File: config.mk
export PLATFORM = sky130hd
export DESIGN_NAME = pc_display_driver
export DESIGN_NICKNAME = d
export VERILOG_FILES = /design/src/rtl/pc_display_driver.sv
export SDC_FILE = /design/constraint.sdc
export NUM_CORES = 1
export LEC_CHECK = 0
export ABC_CLOCK_PERIOD_IN_PS = 2700
export CORE_ASPECT_RATIO = 1.4
export CORE_MARGIN = 2
export CORE_UTILIZATION = 53
export DETAILED_ROUTE_END_ITERATION = 10
export PLACE_DENSITY = 0.8
export RECOVER_POWER = 50
export SYNTH_ARGS = -nofsm -noshare
export SYNTH_HDL_FRONTEND = slang
export SYNTH_SLANG_ARGS = --single-unit
File: constraint.sdc
create_clock -name i_clk -period 2.7 [get_ports i_clk]
set_input_delay 0.54 -clock i_clk [delete_from_list [all_inputs] [get_ports i_clk]]
set_output_delay 0.54 -clock i_clk [all_outputs]
set_load 0.01 [all_outputs]
File: src/rtl/pc_display_driver.sv
// pc_display_driver: shows the PC as two hex digits on a muxed common-anode 7-seg (i_clk, i_reset active-low async, i_pcIn -> o_seg {g..a}, o_an active-low, o_led stretched PC-to-zero pulse)
module pc_display_driver #(
  parameter int SCAN_DIV       = 50000,
  parameter int BLANK          = 16,
  parameter int PULSE_LEN      = 25000000,
  parameter int SEG_ACTIVE_LOW = 1
) (
  input  logic       i_clk,
  input  logic       i_reset,
  input  logic [7:0] i_pcIn,
  output logic [6:0] o_seg,
  output logic [1:0] o_an,
  output logic       o_led
);
  localparam int CW = $clog2(SCAN_DIV);
  localparam int SW = $clog2(PULSE_LEN + 1);
  localparam logic [6:0] OFF = SEG_ACTIVE_LOW != 0 ? 7'h7f : 7'h00;
  localparam logic [111:0] HEX = {7'h71, 7'h79, 7'h5e, 7'h39, 7'h7c, 7'h77, 7'h6f, 7'h7f,
                                  7'h07, 7'h7d, 7'h6d, 7'h66, 7'h4f, 7'h5b, 7'h06, 7'h3f};
  logic [CW-1:0] cnt;
  logic          idx;
  logic [7:0]    disp;
  logic [7:0]    prev;
  logic [SW-1:0] st;
  logic          wrap;
  logic          blank;
  logic          ev;
  logic [3:0]    nib;
  logic [6:0]    base;
  logic [6:0]    glyph;
  always_comb begin
    wrap  = cnt == CW'(SCAN_DIV - 1);
    blank = cnt < CW'(BLANK);
    ev    = i_pcIn == 8'h00 && prev != 8'h00;
    nib   = idx ? disp[7:4] : disp[3:0];
    base  = 7'(nib) * 7'd7;
    glyph = SEG_ACTIVE_LOW != 0 ? ~HEX[base +: 7] : HEX[base +: 7];
    o_led = st != '0;
  end
  always_ff @(posedge i_clk or negedge i_reset) begin
    if (!i_reset) begin
      cnt   <= '0;
      idx   <= 1'b0;
      disp  <= 8'h00;
      prev  <= 8'h00;
      st    <= '0;
      o_an  <= 2'b11;
      o_seg <= OFF;
    end else begin
      cnt   <= wrap ? '0 : cnt + CW'(1);
      idx   <= wrap ? ~idx : idx;
      disp  <= wrap && idx ? i_pcIn : disp;
      prev  <= i_pcIn;
      st    <= ev ? SW'(PULSE_LEN) : st - SW'(st != '0);
      o_an  <= blank ? 2'b11 : idx ? 2'b01 : 2'b10;
      o_seg <= blank ? OFF : glyph;
    end
  end
endmodule

==> out/summary.txt, run 1 <==
Wire length of the first global-routing pass: 10400 um
Placeable core region: 5780 sq um
WP data arrival: 2.83 ns
Worst supply voltage drop on vdd: 0.366 mV
Worst Setup Path Type: register to register
Hold WC Path Type: register to register
Count of flip-flops with a built-in enable after synthesis: 0
Distinct cells, synth: 36
Most used cell along the critical path: ha_1
Critical path capture point type: register
Number of core rows: 33
Max-Slew Margin vs Limit: 3.38%
Timing-limited maximum frequency: 0.391 GHz
# IOs: 20
CP Data Required Time: 2.97 ns
Least setup slack across all paths after layout: 0.145 ns
Register-to-Register Path Depth: 9
Area Growth Syn to Fin: 20.0%
Final cell count without fillers: 401
Minimum period implied by the final worst setup slack: 2.55 ns
Pre-CTS worst setup slack: 0.0463 ns
Number of inserted filler cells in the final layout: 458
Placed wire-length estimate: 4230 um
Syn nets: 306
Number of nets with antenna violations after routing: 0
Share of post-route cells with drive strength above 1: 19.6%
Proportion of synthesized flip-flops having asynchronous set or reset: 100%
# Post-CTS Setup Buffers: 0
Terminating pin of the worst hold path: disp[0]
Setup TNS after final layout: 0 ns
Effective utilization at floorplan: 54.3%
Die area: 6560 sq um
Placer's final routability congestion estimate: 0.824
Post-synthesis register bit count: 67
Port Buffer Count: 19
Clock network latency to the later pin of the worst-skew pair: 0.35 ns
Number of DRC markers after the initial detailed-route iteration: 98
Via count: 2304
Height of the die: 95.1 um
Net total in the final layout: 346
Crit path max fanout: 6
Number of clock sinks: 67
CTS H-tree lvls: 3
Iteration count of the initial detailed-routing pass: 4
Delay contributed by the slowest stage of the critical path: 0.56 ns
Hold Violations, Final: 0
List of cells traversed by the critical path: or4_4 -> nor3_4 -> nand3_2 -> ha_1 -> ha_1 -> nor3b_1 -> and4_1 -> and3_1 -> o21ai_0
Outcome: completed
Post-Syn Area per Cell: 11.0 sq um
Core utilization of the finished layout: 65.2%
Overall fraction of global-route tracks in use: 20.3%
Synthesized netlist cell count: 286
Crit-path slowest cell: or4_4
Clock slew at the register clock pins of the worst setup and hold paths: 0.07 ns
Post-Synthesis Cell Area: 3140 sq um
Tightest Pin Transition: 1.45 ns
Overflow left after global routing: 0
Average wire per cell in the routed design: 15.1 um
Total inserted antenna cells: 0
Worst slack on hold paths: 0.507 ns
Worst Hold Depth: 1
Top FF cell, synth: dfrtp_1
Leak: 0.00152 uW
Final Setup Violations: 0
Endpoint of the most critical register-to-register path: st[18]
Clock Skew: 0.00820 ns
Maximum number of pins on one net before global-route repair: 41
Start of the worst register-to-register path: st[17]
Initial antenna violation count: 0
Count of synthesis-stage warnings from yosys: 0
Clock tree buffer depth: 2
Launching element type of the critical path: register
Register-to-register setup slack: 0.15 ns
Hold Startpoint: disp[0]
Clk Tree Root Cell: clkbuf_8
P per Cell Area: 659 nW/um^2
Clock tree from TritonCTS: yes
Count of maximum capacitance violations: 0
Total CTS buffers: 9
Drt total wl: 6060 um
# hold bufs at CTS: 0
Detailed-route vias per instance: 5.75
Via count of the first global-routing pass: 2330
Max-slew violations: 0
Drt drc: 0
Chip width: 69.0 um
Fraction of the yosys area taken by sequential cells: 53.8%
Ratio of final minimum period to clock period: 94.6%
Placed Cells: 385
==> synth_stat cells (3+ instances only) <==
cell,number,share of area [%]
nor3_1,8,1.3
xor2_1,19,5.3
and3_1,5,1.0
dfstp_2,9,7.5
mux2i_1,6,1.9
nand4_1,11,2.2
nor4_1,12,2.4
nor2b_1,3,0.60
nand3_1,15,2.4
nand2_1,18,2.2
mux2_2,11,3.9
a21oi_1,8,1.3
ha_1,10,4.0
xnor2_1,11,3.1
o211ai_1,4,0.96
and4_1,3,0.84
inv_1,5,0.60
nor2_1,30,3.6
o221ai_1,4,1.1
nor3b_1,3,0.72
o21ai_0,6,0.96
clkbuf_1,6,0.72
or4_1,5,1.2
dfrtp_1,58,46
==> through the flow <==
step                      area (sq um)  total power, uW
after floorplan                   3150             1400
after global placement            3530             1550
after detailed placement          3530             1560
after CTS                         3760             2500
after global routing              3770             2600
final                             3770             2480
==> cells in the final DEF, fill, tap and decap left out, drive strengths merged, types with 3 or more instances in the layout <==
master         count
dlygate4sd3        8
and3               5
mux2i              6
nor2              30
nand2             18
nor3b              3
or3                4
ha                10
xnor2             11
o221ai             4
nand3             15
and4               3
o211ai             4
inv                5
nand4             11
clkinv             3
xor2              19
mux2              11
o21ai              6
dfstp              9
nor4              13
clkdlybuf4s50      9
nor3               8
buf               16
clkbuf            13
or4                8
nor2b              3
dfrtp             58
a21oi              8
==> critical path, delay by kind of cell (launching register included) <==
family	cells	cell delay, ns
adders and majority gates	2	0.42
DFF	1	0.40
and+or+nand+nor	6	1.53
AOI/OAI and AO/OA	1	0.13
==> metal layers <==
| metal | global-route usage, % | vias up | routed length (um) |
|---|---|---|---|
| li1 | - | 1112 | - |
| met1 | 22.0 | 1132 | 2450 |
| met2 | 36.2 | 45 | 3240 |
| met3 | 4.97 | 15 | 212 |
| met4 | 11.6 | 0 | 163 |
| met5 | 0 | - | 0 |
==> cell families (layout without fill, tap and decap cells) <==
kind of cell / Yosys count / count (layout) / share of synthesized area [%]
AND/OR/NAND/NOR: 124 / 124 / 21.2
multiplexers: 17 / 17 / 5.86
flip-flops: 67 / 67 / 53.8
adder cells (fa/ha/maj): 10 / 10 / 3.99
AO/OA/AOI/OAI: 26 / 26 / 5.38
XOR/XNOR: 30 / 30 / 8.37
buffers and inverters: 12 / 57 / 1.43
==> sequential cells by signal, summed over array words and instances (netlist names) <==
name	flops
cnt	16
o_seg	7
st	25
idx	1
o_an	2
disp	8
prev	8
==> worst max-delay path by stage <==
stage          startpoint  slack (ns)     end  cells after the start
3_3_place_gp        st[4]        0.10  st[17]                      8
6_report           st[17]        0.15  st[18]                      9
3_5_place_dp       st[17]        0.05  st[18]                      9
4_1_cts             st[4]        0.03  st[17]                      8
5_1_grt            st[17]      -0.009  st[24]                      9
2_1_floorplan      st[17]       0.007  st[20]                      9
==> where the power goes <==
part           leakage, uW  internal [uW]  switching, uW
registers         0.000755           1100           99.7
logic             0.000649            165            176
clock network     0.000119            565            373
==> cell type report <==
cell class                      instances  area (sq um)  share of cell area [%]
Clock inverter                          5          75.1                    1.99
Timing Repair Buffer                   36           308                    8.17
Inverter                                5          18.8                   0.498
Multi-Input combinational cell        207          1440                    38.2
Tap cell                               70          87.6                    2.33
Clock buffer                           11           151                    4.02
Sequential cell                        67          1690                    44.8
==> what timing repair did <==
item,in CTS,in global routing
gates resized for setup,2,4
endpoints found under the setup margin,1,7
endpoints found under the hold margin,0,0
(Power assumes the default switching activity.)
==> run 2: changes to the inputs <==
--- a/config.mk
+++ b/config.mk
@@ -8,9 +8,10 @@
 export ABC_CLOCK_PERIOD_IN_PS = 2700
 export CORE_ASPECT_RATIO = 1.4
 export CORE_MARGIN = 2
-export CORE_UTILIZATION = 53
+export CORE_UTILIZATION = 55
 export DETAILED_ROUTE_END_ITERATION = 10
-export PLACE_DENSITY = 0.8
+export DONT_BUFFER_PORTS = 1
+export PLACE_DENSITY = 0.78
 export RECOVER_POWER = 50
 export SYNTH_ARGS = -nofsm -noshare
 export SYNTH_HDL_FRONTEND = slang
==> run 2 against run 1 <==
Effect of this change:
- setup slack worse by 0.026 ns
- critical path depth stayed put
- first-iteration DRC count is 28% higher
- register-to-register slack worse by 0.03 ns
- via count is 1.6% lower
- total power is 2.6% lower
- final area is 4.7% lower
- non-clock buffer count is 16 lower
- count of clock-buffer cells in the layout is 4 higher
- clock skew is 0.0022 ns higher
- worst hold slack worse by 0.48 ns
- utilization is 0.16 points lower
==> out/summary.txt, run 2 (synthesized netlist as in run 1, its figures left out) <==
Number of DRC markers after the initial detailed-route iteration: 125
Placeable core region: 5530 sq um
Placed wire-length estimate: 4150 um
P per Cell Area: 673 nW/um^2
# IOs: 20
List of cells traversed by the critical path: or4_4 -> nor3_4 -> nand3_1 -> ha_1 -> ha_1 -> nor3b_1 -> and4_4 -> and3_1 -> o21ai_0
Overflow left after global routing: 0
Number of inserted filler cells in the final layout: 431
Chip width: 67.9 um
Max reg flops: 25
Average wire per cell in the routed design: 16.2 um
CTS H-tree lvls: 3
Largest registers in the final layout: st (25), cnt (16)
Outcome: completed
Crit-path slowest cell: or4_4
Delay-heaviest family, CP: simple AND/OR/NAND/NOR gates
Port Buffer Count: 0
Number of core rows: 32
Clk Tree Root Cell: clkbuf_8
Iteration count of the initial detailed-routing pass: 4
Effective utilization at floorplan: 56.8%
Ratio of final minimum period to clock period: 95.6%
Core utilization of the finished layout: 65.0%
Clock tree from TritonCTS: yes
Timing-limited maximum frequency: 0.387 GHz
Die area: 6340 sq um
Count of maximum capacitance violations: 0
Number of nets with antenna violations after routing: 0
Final Setup Violations: 0
WP data arrival: 2.84 ns
Initial antenna violation count: 0
Leak: 0.00146 uW
Overall fraction of global-route tracks in use: 22.7%
Register-to-register setup slack: 0.12 ns
Clock tree buffer depth: 2
Height of the die: 93.4 um
Clock Skew: 0.0104 ns
Delay contributed by the slowest stage of the critical path: 0.56 ns
Hold WC Path Type: primary input to asynchronous set/reset pin
Tightest Pin Transition: 1.39 ns
Gate power share: 13.4%
Pre-CTS worst setup slack: 0.00471 ns
Commonest cells after routing, fill and taps aside: dfrtp_1, nor2_1, xor2_1, buf_4, nand2_1
Via count of the first global-routing pass: 2280
Max-slew violations: 0
Detailed-route vias per instance: 5.92
Commonest non-fill, non-tap cell in the layout: dfrtp_1
Least setup slack across all paths after layout: 0.119 ns
Total inserted antenna cells: 0
Clock slew at the register clock pins of the worst setup and hold paths: 0.08 ns
Switching share of power: 26.2%
Minimum period implied by the final worst setup slack: 2.58 ns
Register with the most flip-flops: st
Drt drc: 0
Crit path max fanout: 6
Drt total wl: 6210 um
Launching element type of the critical path: register
Reported net switching power: 633 uW
Max-Slew Margin vs Limit: 7.53%
Critical path capture point type: register
Number of clock sinks: 67
Clk pwr share: 36.9%
Wire length of the first global-routing pass: 10500 um
Hold Violations, Final: 0
Buffer and inverter count on the worst path: 0
Net total in the final layout: 330
Cell-internal power: 1780 uW
Placer's final routability congestion estimate: 0.823
Area Growth Syn to Fin: 14.4%
CP Data Required Time: 2.96 ns
Clock network latency to the later pin of the worst-skew pair: 0.34 ns
Worst Setup Path Type: register to register
Maximum number of pins on one net before global-route repair: 59
Sequential share of power: 49.7%
Total CTS buffers: 9
Most used cell along the critical path: ha_1
Worst supply voltage drop on vdd: 0.562 mV
Share of post-route cells with drive strength above 1: 21.0%
Via count: 2267
run 2: cell types whose count changed in the layout (fill, tap and decap cells not counted), sizes merged:
cell,before,now
buf,16,19
bufinv,2,1
dlygate4sd2,1,0
clkinv,3,0
clkdlybuf4s50,9,0
dlygate4sd3,8,0
clkbuf,13,16
run 2: layout make-up:
class	count	area, sq um	area share (%)
inverter	5	18.8	0.523
clock buffer	15	186	5.19
sequential	67	1690	47.0
clock inverter	1	30.0	0.836
timing repair buffer	20	148	4.11
tap	68	85.1	2.37
multi-input combinational	207	1440	40.0
run 2: final timing paths:
kind / end / cells after the start / start
min: o_an[0] / 0 / i_reset
max: st[20] / 9 / st[22]
min in group i_clk: prev[5] / 0 / i_pcIn[5]
min reg2reg: disp[5] / 1 / disp[5]
max in group asynchronous: disp[5] / 1 / i_reset
max reg2reg: st[20] / 9 / st[22]
run 2: power groups by stage:
stage / clock [uW] / sequential (uW) / combinational (uW)
after detailed placement: 0 / 1220 / 305
after global routing: 965 / 1220 / 370
final: 892 / 1200 / 324
after global placement: 0 / 1210 / 295
after CTS: 909 / 1200 / 331
after floorplan: 0 / 1210 / 195
run 2: repair_timing:
action	in CTS	in global routing
buffers inserted	0	0
hold buffers	1	0
hold endpoints to repair	58	0
resized for setup	1	5
pin swaps	0	1
setup endpoints to repair	2	5
run 2: worst reg2reg max path, cell delays in order (launching register included):
cell and delay (ns):
dfrtp_1 0.42, or4_4 0.56, nor3_4 0.20, nand3_1 0.12
ha_1 0.22, ha_1 0.21, nor3b_1 0.20, and4_4 0.24
and3_1 0.18, o21ai_0 0.15
run 2: layer usage:
metal	part of all wire, %	vias to the layer above	global-route usage (%)
li1	-	1082	-
met1	43	1130	27.0
met2	52	43	36.9
met3	3.2	12	6.74
met4	2.2	0	11.0
met5	0	-	0
run 2: stage by stage:
step / area, sq um / hold slack, ns / TNS, ns / total power, uW / std cells
3_3_place_gp: 3350 / 0.246 / 0 / 1510 / 366
3_5_place_dp: 3350 / 0.246 / 0 / 1520 / 366
5_1_grt: 3590 / 0.000515 / -0.00297 / 2550 / 383
2_1_floorplan: 3150 / 0.244 / 0 / 1400 / 286
4_1_cts: 3600 / 0.0177 / 0 / 2440 / 383
6_report: 3590 / 0.0307 / 0 / 2420 / 383
==> run 3: changes to the inputs <==
--- a/config.mk
+++ b/config.mk
@@ -8,10 +8,10 @@
 export ABC_CLOCK_PERIOD_IN_PS = 2700
 export CORE_ASPECT_RATIO = 1.4
 export CORE_MARGIN = 2
-export CORE_UTILIZATION = 55
+export CORE_UTILIZATION = 25
 export DETAILED_ROUTE_END_ITERATION = 10
 export DONT_BUFFER_PORTS = 1
-export PLACE_DENSITY = 0.78
+export PLACE_DENSITY = 0.45
 export RECOVER_POWER = 50
 export SYNTH_ARGS = -nofsm -noshare
 export SYNTH_HDL_FRONTEND = slang
==> run 3 against run 2 <==
Effect of this change:
- total power up 12%
- critical endpoint is now st[24]
- non-clock buffer count up 3
- largest power group unchanged
- worst hold slack better by 0.018 ns
- sequential share of layout area down 2.5 points
- combinational power up 8.6%
- clock power up 30%
- utilization down 34 points
- first-iteration DRC count down 46%
- die area up 110%
- largest cell class unchanged
- highest routed layer unchanged
==> out/summary.txt, run 3 (synthesized netlist as in run 1, its figures left out) <==
Standard cell area after detailed placement: 3470 sq um
Met3 Use GR: 3.06%
Leak: 0.00150 uW
Delay-heaviest family, CP: simple AND/OR/NAND/NOR gates
Average wire per cell in the routed design: 14.5 um
Launching element type of the critical path: register
Final cell count without fillers: 468
Tightest Pin Transition: 1.46 ns
Via count: 2270
Height of the die: 137 um
Via count of the first global-routing pass: 2336
Total inserted antenna cells: 0
Number of clock sinks: 67
Clock tree from TritonCTS: yes
Overall fraction of global-route tracks in use: 11.0%
Count of maximum capacitance violations: 0
Overflow left after global routing: 0
Cell area after layout: 3790 sq um
Effective utilization at floorplan: 25.5%
CTS H-tree lvls: 3
Ratio of final minimum period to clock period: 94.3%
Commonest non-fill, non-tap cell in the layout: dfrtp_1
Drt drc: 0
Met1 track demand over resource in global routing: 13.4%
# Post-CTS Setup Buffers: 0
Start of the worst register-to-register path: st[17]
List of cells traversed by the critical path: or4_4 -> nor3_4 -> nand3_1 -> ha_1 -> ha_1 -> nor3b_1 -> and4_1 -> and3_1 -> o21ai_0
P per Cell Area: 713 nW/um^2
Clk Tree Root Cell: clkbuf_16
Clock slew at the register clock pins of the worst setup and hold paths: 0.06 ns
Outcome: completed
Area Growth Syn to Fin: 20.7%
Initial antenna violation count: 0
Total CTS buffers: 9
Max-Slew Margin vs Limit: 2.55%
Setup crit end: st[24]
Maximum number of pins on one net before global-route repair: 59
Pre-CTS worst setup slack: 0.0356 ns
Final Setup Violations: 0
Max reg flops: 25
Commonest cells after routing, fill and taps aside: dfrtp_1, nor2_1, buf_4, xor2_1, nand2_1
Number of DRC markers after the initial detailed-route iteration: 68
Max-slew violations: 0
Number of nets with antenna violations after routing: 0
Hold WC Path Type: primary input to asynchronous set/reset pin
Detailed-route vias per instance: 4.85
Chip width: 98.7 um
Net total in the final layout: 333
Clock tree buffer depth: 2
Worst supply voltage drop on vdd: 0.251 mV
Minimum period implied by the final worst setup slack: 2.55 ns
Layer with the highest usage: met2
Least setup slack across all paths after layout: 0.154 ns
Iteration count of the initial detailed-routing pass: 4
Critical path capture point type: register
Clock Skew: 0.00515 ns
Die area: 13500 sq um
Placed wire-length estimate: 4630 um
Port Buffer Count: 0
Drt total wl: 6770 um
WP data arrival: 2.80 ns
Number of core rows: 48
Placer's final routability congestion estimate: 0.783
Delay contributed by the slowest stage of the critical path: 0.57 ns
Largest registers in the final layout: st (25), cnt (16)
Crit path max fanout: 6
Worst Setup Path Type: register to register
Startpoint of the most critical setup path: st[17]
Endpoint of the most critical register-to-register path: st[24]
Critical Path Stages: 9
# IOs: 20
Most used cell along the critical path: ha_1
CP Data Required Time: 2.95 ns
Register-to-register setup slack: 0.15 ns
Register with the most flip-flops: st
Total power of the final layout: 2700 uW
Placeable core region: 12300 sq um
Clock network latency to the later pin of the worst-skew pair: 0.33 ns
Buffer and inverter count on the worst path: 0
Share of post-route cells with drive strength above 1: 21.4%
Met2 routing resource usage after global routing: 18.1%
Wire length of the first global-routing pass: 11600 um
Timing-limited maximum frequency: 0.393 GHz
Hold Violations, Final: 0
Register-to-Register Path Depth: 9
Crit-path slowest cell: or4_4
Placed Cells: 451
## run 3: cell count changes in the layout (fill, tap and decap cells not counted), sizes merged
cell / before / now
clkbuf: 16 / 11
buf: 19 / 22
clkinv: 0 / 3
clkinvlp: 0 / 1
inv: 5 / 6
## run 3: metrics by stage
stage | utilization, % | TNS [ns] | hold slack [ns]
CTS | 30.8 | 0 | 0.0360
global placement | 28.2 | 0 | 0.249
floorplan | - | 0 | 0.244
global route | 30.8 | -0.0224 | 0.0329
detailed placement | 28.2 | 0 | 0.250
finish | 30.8 | 0 | 0.0488
## run 3: worst min path at each step
stage	from	to	slack, ns	depth (start not counted)
after global routing	i_reset	o_an[0]	0.03	0
after CTS	i_reset	o_an[0]	0.04	0
after floorplan	i_reset	cnt[0]	0.24	0
after detailed placement	i_reset	st[4]	0.25	0
after global placement	i_reset	st[3]	0.25	0
final	i_reset	o_an[0]	0.05	0
## run 3: where the power goes
group | switching, uW | leakage (uW) | internal, uW
sequential | 85.7 | 0.000755 | 1110
clock | 443 | 0.000143 | 716
combinational | 185 | 0.000602 | 167
total | 713 | 0.00150 | 1990
## run 3: what timing repair did
action                     CTS  global route
hold endpoints to repair    58             0
setup endpoints to repair    0            14
resized for setup            0             3
hold buffers                 1             0
## run 3: area by class of cell
cell class | count | area [sq um]
multi-input combinational | 207 | 1430
clock inverter | 6 | 65.1
timing repair buffer | 23 | 170
sequential | 67 | 1690
tap | 150 | 188
inverter | 5 | 18.8
fill | 1265 | 8520
clock buffer | 10 | 229
## run 3: per-layer routing
metal | up-vias | part of all wire, % | wire (um)
li1 | 1089 | - | -
met1 | 1139 | 43 | 2940
met2 | 33 | 50 | 3410
met3 | 9 | 4.5 | 307
met4 | 0 | 1.7 | 115
met5 | - | 0 | 0
